## src/rtl/cache_mem_responder.sv

```systemverilog
// Memory-side responder: serves single/block reads through a read buffer and absorbs
// writes through a write buffer. Define RESP_PERF_CNT_EN to build request counters.
`ifndef BW_WORD_ADDR
`define BW_WORD_ADDR 12
`endif
`ifndef BW_BLOCK
`define BW_BLOCK 4
`endif

module cache_mem_responder #(
  parameter int unsigned BW_ADDR     = `BW_WORD_ADDR,
  parameter int unsigned BLOCK_WORDS = 2**`BW_BLOCK,
  parameter int unsigned FIFO_DEPTH  = 8
) (
  input  logic               clock_i,
  input  logic               reset_i,
  input  logic               req_i,
  input  logic               req_block_i,
  input  logic               rw_i,
  input  logic [BW_ADDR-1:0] add_i,
  input  logic               write_i,
  input  logic [31:0]        data_i,
  input  logic               read_i,
  output logic               ready_req_o,
  output logic               ready_write_o,
  output logic               ready_read_o,
  output logic [31:0]        data_o,
  output logic [BW_ADDR-1:0] mem_add_o,
  output logic               mem_wren_o,
  output logic [31:0]        mem_data_o,
  input  logic [31:0]        mem_data_i,
  output logic [31:0]        cnt_rd_o,
  output logic [31:0]        cnt_wr_o
);

  localparam int unsigned CW = $clog2(BLOCK_WORDS) + 1;
  localparam int unsigned PW = $clog2(FIFO_DEPTH);
  localparam int unsigned FW = PW + 1;

  typedef enum logic [1:0] {IDLE, RD_FETCH, RD_DRAIN, WR} state_t;

  state_t             state_q, state_d;
  logic [BW_ADDR-1:0] base_q;
  logic [CW-1:0]      n_q;
  logic [CW-1:0]      xfer_cnt_q;   // reads issued / words written to memory
  logic [CW-1:0]      fill_cnt_q;   // words pushed into the active buffer
  logic               inflight_q;
  logic               accept, issue, wr_drain, room;

  logic [31:0]   rmem [FIFO_DEPTH];
  logic [PW-1:0] r_wp_q, r_rp_q;
  logic [FW-1:0] r_cnt_q, r_cnt_d;
  logic          r_push, r_pop;

  logic [31:0]   wmem [FIFO_DEPTH];
  logic [PW-1:0] w_wp_q, w_rp_q;
  logic [FW-1:0] w_cnt_q;
  logic          w_push, w_pop;
  logic [CW-1:0] fill_cnt_nxt;

  assign accept       = (state_q == IDLE) && req_i;
  assign r_push       = inflight_q;
  assign r_pop        = read_i && (r_cnt_q != '0);
  assign r_cnt_d      = r_cnt_q + FW'(r_push) - FW'(r_pop);
  assign room         = (r_cnt_q + FW'(inflight_q)) < FW'(FIFO_DEPTH);
  assign fill_cnt_nxt = fill_cnt_q + CW'(inflight_q);
  assign w_push       = write_i && ready_write_o;
  assign w_pop        = wr_drain;

  assign ready_req_o   = (state_q == IDLE);
  assign ready_write_o = (state_q == WR) && (w_cnt_q != FW'(FIFO_DEPTH)) && (fill_cnt_q < n_q);
  assign ready_read_o  = (r_cnt_q != '0);
  assign data_o        = ready_read_o ? rmem[r_rp_q] : '0;
  assign mem_add_o     = (issue || wr_drain) ? base_q + BW_ADDR'(xfer_cnt_q) : '0;
  assign mem_wren_o    = wr_drain;
  assign mem_data_o    = wr_drain ? wmem[w_rp_q] : '0;

  always_ff @(posedge clock_i or posedge reset_i) begin
    if (reset_i) state_q <= IDLE;
    else         state_q <= state_d;
  end

  // Next state plus per-cycle memory issue/drain strobes
  always_comb begin
    state_d  = state_q;
    issue    = 1'b0;
    wr_drain = 1'b0;
    unique case (state_q)
      IDLE: begin
        if (req_i) state_d = rw_i ? WR : RD_FETCH;
      end
      RD_FETCH: begin
        if ((xfer_cnt_q < n_q) && room) begin
          issue = 1'b1;
          if (xfer_cnt_q + CW'(1) == n_q) state_d = RD_DRAIN;
        end
      end
      RD_DRAIN: begin
        // Look ahead at this cycle's push/pop so the last pop returns straight to IDLE
        if ((fill_cnt_nxt == n_q) && (r_cnt_d == '0)) state_d = IDLE;
      end
      WR: begin
        if (w_cnt_q != '0) begin
          wr_drain = 1'b1;
          if (xfer_cnt_q + CW'(1) == n_q) state_d = IDLE;
        end
      end
      default: state_d = IDLE;
    endcase
  end

  always_ff @(posedge clock_i or posedge reset_i) begin
    if (reset_i) begin
      base_q     <= '0;
      n_q        <= '0;
      xfer_cnt_q <= '0;
      fill_cnt_q <= '0;
      inflight_q <= 1'b0;
    end else begin
      inflight_q <= issue;
      if (accept) begin
        base_q     <= req_block_i ? (add_i & ~BW_ADDR'(BLOCK_WORDS - 1)) : add_i;
        n_q        <= req_block_i ? CW'(BLOCK_WORDS) : CW'(1);
        xfer_cnt_q <= '0;
        fill_cnt_q <= '0;
      end else begin
        if (issue || wr_drain) xfer_cnt_q <= xfer_cnt_q + CW'(1);
        if (r_push || w_push)  fill_cnt_q <= fill_cnt_q + CW'(1);
      end
    end
  end

  // Read buffer pointers/occupancy
  always_ff @(posedge clock_i or posedge reset_i) begin
    if (reset_i) begin
      r_wp_q  <= '0;
      r_rp_q  <= '0;
      r_cnt_q <= '0;
    end else begin
      if (r_push) r_wp_q <= r_wp_q + PW'(1);
      if (r_pop)  r_rp_q <= r_rp_q + PW'(1);
      r_cnt_q <= r_cnt_d;
    end
  end

  always_ff @(posedge clock_i) begin
    if (r_push) rmem[r_wp_q] <= mem_data_i;
  end

  // Write buffer pointers/occupancy
  always_ff @(posedge clock_i or posedge reset_i) begin
    if (reset_i) begin
      w_wp_q  <= '0;
      w_rp_q  <= '0;
      w_cnt_q <= '0;
    end else begin
      if (w_push) w_wp_q <= w_wp_q + PW'(1);
      if (w_pop)  w_rp_q <= w_rp_q + PW'(1);
      w_cnt_q <= w_cnt_q + FW'(w_push) - FW'(w_pop);
    end
  end

  always_ff @(posedge clock_i) begin
    if (w_push) wmem[w_wp_q] <= data_i;
  end

`ifdef RESP_PERF_CNT_EN
  logic [31:0] cnt_rd_q, cnt_wr_q;

  always_ff @(posedge clock_i or posedge reset_i) begin
    if (reset_i) begin
      cnt_rd_q <= '0;
      cnt_wr_q <= '0;
    end else begin
      if ((state_q == RD_DRAIN) && (state_d == IDLE)) cnt_rd_q <= cnt_rd_q + 32'd1;
      if ((state_q == WR) && (state_d == IDLE))       cnt_wr_q <= cnt_wr_q + 32'd1;
    end
  end

  assign cnt_rd_o = cnt_rd_q;
  assign cnt_wr_o = cnt_wr_q;
`else
  assign cnt_rd_o = '0;
  assign cnt_wr_o = '0;
`endif

endmodule

```

## config.mk

```make
export PLATFORM = sky130hd
export DESIGN_NAME = cache_mem_responder
export DESIGN_NICKNAME = d
export VERILOG_FILES = /design/src/rtl/cache_mem_responder.sv
export SDC_FILE = /design/constraint.sdc
export NUM_CORES = 1
export LEC_CHECK = 0
export CORE_MARGIN = 3
export CORE_UTILIZATION = 60
export DETAILED_ROUTE_END_ITERATION = 10
export PLACE_DENSITY = 0.83
export SLEW_MARGIN = 15
export SYNTH_ARGS = -nofsm -noshare
export SYNTH_HDL_FRONTEND = slang
export SYNTH_SLANG_ARGS = --single-unit
```

## constraint.sdc

```tcl
create_clock -name clock_i -period 9.2 [get_ports clock_i]
set_input_delay 1.38 -clock clock_i [delete_from_list [all_inputs] [get_ports clock_i]]
set_output_delay 1.38 -clock clock_i [all_outputs]
set_load 0.1 [all_outputs]
```

==> results list, run 1 <==
- Basic-gate share of the synthesized area counting and, or, nand and nor cells: 4.082%
- Root buf cell: clkbuf_16
- Setup violations remaining at the end of the flow were counted as 0.
- For this design the ratio of total power to cell area is 259.9 nW/um^2.
- Clock skew on the completed layout was measured at 22.46 ps.
- The worst setup path is launched from a flop.
- Share of synthesized area spent on multiplexers: 15.66%
- Number of global-route vias before repair: 11.94k
* Final Critical Period: 5348 ps
- TritonCTS built the clock tree.
- VDD sags by at most 0.2526 mV.
* Total half-perimeter wirelength after legalization and detailed placement: 25500 um
- Hold-fix buffers, CTS: 0
- Of the post-synthesis cell area, the dominant cell type holds 67.51%.
- Maximum fanout count along the critical path: 50
- Synth Instances: 1197
* Cell area after layout: 26510 sq um
- Cell area after placement: 24880 sq um
* # Max-Cap Violations: 0
* CTS buffer count: 54
- The core region is 37050 sq um.
- Synth Area in Compound Gates: 1.319%
* Status: finished, final reports clean
- After synthesis, the largest family of logic cells by area is multiplexers.
* Transition time at the pin with the least slew margin: 1069 ps
- For this run the aggregate overflow at the end of global routing stands at 0.
- Final hold analysis gives a worst-case slack of 487.5 ps.
- Routed WL per cell: 23.72 um
- The first routing iteration left 847 violations.
- EDFF count, synth: 512
- In the routed layout, each cell is associated on average with a via count of 5.861.
* Number of I/O port buffers: 162
* Post-detailed-routing wire length: 45870 um
- From bottom edge to top edge, the die measures 200.8 um.
- Leading area contributor after synthesis: edfxtp_1
- Setup repair after global routing missed its margin: no
- After clock tree synthesis, the clock-pin slew on the worst setup and hold paths is 60 ps.
* Source of the critical timing path: w_rp_q[0]
- In this run the tightest slew margin relative to its limit is 28.49%.
- Routability-driven placement finished with a final weighted congestion of 0.7978.
- Global-route wire length before repair: 70930 um
- Placement row count: 70
- Distinct cell type count after synthesis: 54
* Post-synthesis to final-layout area growth: 16.40%
- The floorplan step defined a die boundary enclosing 40330 sq um.
- Counting every sink on the clock net gives 559.
- After synthesis the netlist holds a flip-flop and latch count of 559.
- DRC: 0
- Number of inserted filler cells in the final layout: 2193
* Highest clock frequency the design can meet: 187.0 MHz
* Static leakage power: 0.008816 uW
- Classification of the worst setup path: flop to output port
- At the later pin of the worst-skew pair, clock insertion delay measures 580 ps.
- Async S/R FF share, synth: 8.408%
- The share of the Yosys chip area taken by registers is 72.68%.
* Number of antenna violations at the first check in global routing: 4
- The final critical path takes up 58.13% of the cycle.
- Data on the critical path arrives at its endpoint at 3970 ps.
- Class of the worst hold path: flop to flop
* Yosys warning total: 0
- Setup total negative slack on the finished layout was measured at 0 ps.
- Antenna viol nets, final: 0
- Post-CTS sizing: 0
- Most area-consuming cells after synthesis: edfxtp_1 68%, mux4_2 13%, dfrtp_1 5.2%
- # nets final: 1498
- FF-to-FF Start: r_cnt_q[2]
- Yosys instantiated no cell more often than edfxtp_1.
- The number of slew-limit violations in the final report came to 0.
* XOR/XNOR share of the synthesized area: 1.231%
- After synthesis, the mean cell area works out to 19.03 sq um.
- The H-tree was split into 2 levels.
- The initial utilization of the core area, before any placement, comes to 61.47%.
- Most used flip-flop cell after synthesis: edfxtp_1
* Drt pass-1 iters: 7
* Tot GR Track Use: 22.90%
- The post-route netlist has 18.44% of its cells at a drive strength greater than 1.
- Most frequent cells after synthesis: 512 x edfxtp_1, 128 x mux4_2, 84 x nor2_1
- After clock tree synthesis, the setup repair step added 0 buffers.
* Hold Fails Final Rpt: 0
- Summing the areas of all fa, ha and maj instances in the mapped netlist gives 1.604% of the synthesized area.
- STA puts the critical path data required time at 7820 ps.
- Post-synthesis instance area: 22770 sq um
- In this run the most critical hold path is launched from base_q[0].
* Pin count of the biggest net entering global routing: 67
- Clock Tree Buf Depth: 3
- Num ports: 227
- Die width: 200.8 um
* Critical Path End Type: output port
- The final route contains 11.34k vias.
-- cell usage in the layout, fill, tap and decap left out, types with 5 or more instances in the layout --
cell | Yosys | layout
a21oi_1 | 8 | 8
and2_1 | 5 | 5
buf_4 | 64 | 26
clkbuf_1 | 29 | 11
clkbuf_16 | 0 | 54
clkdlybuf4s50_1 | 0 | 162
clkinv_1 | 0 | 17
conb_1 | 1 | 64
dfrtp_1 | 47 | 41
edfxtp_1 | 512 | 512
ha_1 | 26 | 26
inv_1 | 18 | 17
mux2i_1 | 65 | 65
mux4_2 | 128 | 128
nand2_1 | 59 | 59
nand2b_1 | 5 | 5
nand3_1 | 9 | 9
nor2_1 | 84 | 77
nor2_2 | 6 | 6
nor2_4 | 1 | 8
o21ai_0 | 8 | 8
xnor2_1 | 20 | 20
xor2_1 | 12 | 12
-- report_power, final --
part	internal, uW	switching, uW
Clock	1150	884
Sequential	2790	41.4
Combinational	583	1440
-- critical path: stages, from the launching register on --
cell	delay (ps)
dfrtp_4	630
buf_4	820
mux4_2	380
mux2i_1	80
nor2_1	250
clkdlybuf4s50_1	1200
-- kinds of logic (layout without fill, tap and decap cells) --
| kind of cell | after synthesis | in the layout |
|---|---|---|
| simple gates | 201 | 201 |
| mux | 196 | 196 |
| compound gates | 44 | 44 |
| fa+ha+maj | 28 | 28 |
| other cells | 1 | 68 |
| flops | 559 | 559 |
| xor+xnor | 32 | 32 |
| buf+inv | 136 | 302 |
-- metal layers --
layer	wire length, um	global-route usage (%)	vias up
met5	20	0	-
met4	1303	8.080	2
met3	2981	4.362	99
met2	23350	37.63	437
met1	18210	31.41	5832
li1	-	-	4966
-- area by class of cell --
type / instances / area, sq um / area share, %
diodes: 4 / 10.01 / 0.03776
clock buffers: 68 / 1434 / 5.409
clock inverters: 27 / 188.9 / 0.7127
inverters: 19 / 71.32 / 0.2690
multi-input cells: 565 / 5793 / 21.85
flip-flops and latches: 559 / 16560 / 62.48
well taps: 504 / 630.6 / 2.379
repair buffers: 188 / 1817 / 6.854
-- per-stage QoR --
step / cells / utilization [%] / power (uW) / setup WS, ps
floorplan: 1260 / - / 4492 / 3450
global placement: 1835 / 67.14 / 4889 / 4393
detailed placement: 1835 / 67.14 / 4907 / 4396
CTS: 1930 / 71.52 / 6949 / 3727
global route: 1933 / 71.54 / 7112 / 3570
finish: 1934 / 71.55 / 6889 / 3852
-- state kept, by name (all words and copies together) (netlist names), 4 cells and up --
| name | flops |
|---|---|
| rmem | 256 |
| wmem | 256 |
| base_q | 12 |
| fill_cnt_q | 5 |
| xfer_cnt_q | 5 |
| r_cnt_q | 4 |
| w_cnt_q | 4 |
-- path summary, 6_finish.rpt --
check | to | slack, ps | cells after the start
worst min-delay path | base_q[0] | 490 | 2
min in group asynchronous | w_cnt_q[0] | 1330 | 3
max in group asynchronous | r_rp_q[0] | 7400 | 3
worst max-delay path | mem_data_o[28] | 3850 | 5
worst max register to register | state_q[1] | 5910 | 11
worst min register to register | base_q[0] | 490 | 2
(Power assumes the default switching activity.)
==> run 2: changes to the inputs <==
--- a/config.mk
+++ b/config.mk
@@ -6,9 +6,9 @@
 export NUM_CORES = 1
 export LEC_CHECK = 0
 export CORE_MARGIN = 3
-export CORE_UTILIZATION = 60
+export CORE_UTILIZATION = 57
 export DETAILED_ROUTE_END_ITERATION = 10
-export PLACE_DENSITY = 0.83
+export PLACE_DENSITY = 0.8
 export SLEW_MARGIN = 15
 export SYNTH_ARGS = -nofsm -noshare
 export SYNTH_HDL_FRONTEND = slang
==> constraint.sdc (replaced) <==
create_clock -name clock_i -period 5.4 [get_ports clock_i]
set_input_delay 0.81 -clock clock_i [delete_from_list [all_inputs] [get_ports clock_i]]
set_output_delay 0.81 -clock clock_i [all_outputs]
set_load 0.1 [all_outputs]
==> run 2 against run 1 <==
  * Critical path depth did not move
  * Cell area grew 0.86%
  * Total power is 74% higher
  * Flip-flop and latch count did not move
  * Sequential power rose by 76%
  * Highest routed layer unchanged
  * Setup slack lost 2900 ps
  * Wire length decreased by 1.3%
  * Die area is 5.1% higher
  * Sequential share of layout area decreased by 0.54 points
==> results list, run 2 (same netlist as run 1, synthesis figures left out) <==
* Number of global-route vias before repair: 11.91k
* Worst Path Buf+Inv: 2
- Minimum setup slack in the final design: 967.5 ps
* Floorplan die height: 205.9 um
- Source of the critical timing path: w_rp_q[1]
- For the worst-skew pair, the clock arrives at the later sink with an insertion delay of 600 ps.
- The path class of the tightest hold or removal check is flop to flop.
- The total overflow left after global routing is 0.
- Along the worst path, the maximum fanout reaches 34.
* Global-route wire length before repair: 69550 um
* Number of cells on the critical path: 5
* Root buf cell: clkbuf_16
- Counting cells, the worst reg-to-reg path comes to 11.
* Clock tree from TritonCTS: done
- In the global route stage, overall resource usage came out at 21.86%.
- The signal on the critical path passes through buf_4, mux4_2, mux2i_1, nor2_1, clkdlybuf4s50_1.
- FF-to-FF Start: r_cnt_q[2]
* Post-Route Utilization: 68.39%
- # Max-Cap Violations: 0
* Critical Path End Type: output port
* Number of inserted filler cells in the final layout: 2468
- Status: finished, final reports clean
* Layout cells sized above 1: 20.28%
* Hold Fails Final Rpt: 0
- The multi-input combinational cells in the finished layout cover a total of 5793 sq um.
* Post-CTS sizing: 0
- The library cell used most frequently in the layout, excluding fill and tap cells, is edfxtp_1.
- Antenna viol nets, final: 0
- Worst slack at placement: 1560 ps
- 0 antenna diodes ended up in the layout.
- In this run the core area contains 72 standard-cell rows.
* Transition time at the pin with the least slew margin: 1067 ps
- Slowest library cell on the worst path: clkdlybuf4s50_1
- In the finished design, the share of the clock period the worst path needs comes to 82.08%.
- The number of slew-limit violations in the final report is 0.
* DRC: 0
* Post-detailed-routing wire length: 45250 um
- For this configuration, the core starts out at a cell density of 58.25%.
- Regs by FF count: rmem: 256 flops, wmem: 256 flops, base_q: 12 flops
- Setup Viol. Count Final: 0
- After clock tree synthesis, the clock-pin slew on the worst setup and hold paths is 60 ps.
- The die is 205.9 um wide.
* Number of I/O port buffers: 162
* Total number of H-tree levels: 2
- Setup repair after global routing missed its margin: no
- The largest single stage delay on the critical path is 1180 ps.
- Hold Slack: 482.1 ps
- At the worst endpoint, the required time is 4590 ps.
- For flop-to-flop paths, the worst setup slack is 2200 ps.
- Start point of the worst hold path: base_q[3]
- After clock tree synthesis, the flow added hold-fix buffers numbering 0.
* Total number of vias: 11.36k
* Core Box Area: 39100 sq um
* Setup TNS Final: 0 ps
- Drt pass-1 iters: 5
- After the last flow step, the layout net total stands at 1505.
- The setup path with the least slack is of type flop to output port.
- Entering global routing, the biggest net connects 48 pins.
* CTS buffer count: 54
- Instance count along the most critical hold path: 2
- Final Critical Period: 4433 ps
* Violation count after the first detailed-route iteration: 712
- CP startpoint kind: flop
- Total half-perimeter wirelength after legalization and detailed placement: 26100 um
- The clock passes through at most 3 buffers.
- VDD IR-drop max: 0.4449 mV
* Post-CTS setup-driven buffer insertion count: 0
- Floorplan die area: 42390 sq um
- Data arrives at the worst endpoint at 3620 ps.
- CTS saw 559 sinks.
- Post-synthesis to final-layout area growth: 17.41%
- Routed WL per cell: 23.11 um
- Highest clock frequency the design can meet: 225.6 MHz
* Max transition margin: 28.62%
- Num ports: 227
- Gate family responsible for the most delay along the worst path: buffers and inverters
- Commonest non-fill, non-tap cells in the layout: 512 x edfxtp_1, 152 x clkdlybuf4s50_1, 128 x mux4_2, 77 x nor2_1, 65 x mux2i_1
* Number of antenna violations at the first check in global routing: 1
- Summed over all cells, the static leakage comes to 0.008959 uW.
- Routability congestion estimate: 0.7499
- In this run the power density over the cells is 448.0 nW/um^2.
- R2R Path End: state_q[1]
- Vias per inst: 5.803
- For hold timing, the worst endpoint is base_q[3].
- For the final database, setup skew stands at 30.21 ps.
- Total area of sequential cells: 16560 sq um
## run 2: cell types whose count changed in the layout (fill, tap and decap cells not counted), sizes merged
cell	delta
diode	-4
clkinv	+2
bufinv	+3
inv	-1
clkdlybuf4s50	-10
clkinvlp	+2
buf	+17
clkbuf	+1
## run 2: layer usage
metal	up-vias	global-route usage, %	share of wire, %	wire length, um
li1	4985	-	-	-
met1	5850	30.27	41	18400
met2	441	35.56	50	22720
met3	84	4.394	6.7	3030
met4	2	7.321	2.4	1090
met5	-	0	0.020	9
## run 2: worst register-to-register path, stage by stage, from the launching register on
cell and delay, ps:
dfrtp_1 470, nor4_4 290, buf_4 460, inv_1 100, and2_1 240, ha_1 250
nor2b_1 150, and4_1 190, a211oi_1 310, mux2_2 400, nand2_1 90, a2bb2oi_1 180
## run 2: per-stage QoR
| stage | area, sq um | total power [uW] | cells |
|---|---|---|---|
| final | 26740 | 11980 | 1958 |
| after global placement | 24960 | 8361 | 1856 |
| after global routing | 26740 | 12380 | 1958 |
| after CTS | 26740 | 12090 | 1958 |
| after detailed placement | 24960 | 8382 | 1856 |
| after floorplan | 23010 | 7654 | 1260 |
## run 2: how the worst max path moves through the flow
stage / end / slack [ps]
after floorplan: wmem[2][0] / 120
after global placement: mem_data_o[0] / 1520
after detailed placement: data_o[13] / 1560
after CTS: data_o[13] / 870
after global routing: data_o[13] / 770
final: mem_data_o[28] / 970
## run 2: report_power, final
group	switching (uW)	internal (uW)	total [uW]
sequential	213	4750	4970
clock	1550	2160	3710
combinational	2290	1020	3310
## run 2: area by class of cell
type	instances	area share, %
Clock buffer	69	5.457
Clock inverter	33	1.198
Inverter	19	0.2667
Multi-Input combinational cell	565	21.67
Sequential cell	559	61.95
Tap cell	518	2.424
Timing Repair Buffer	195	7.038
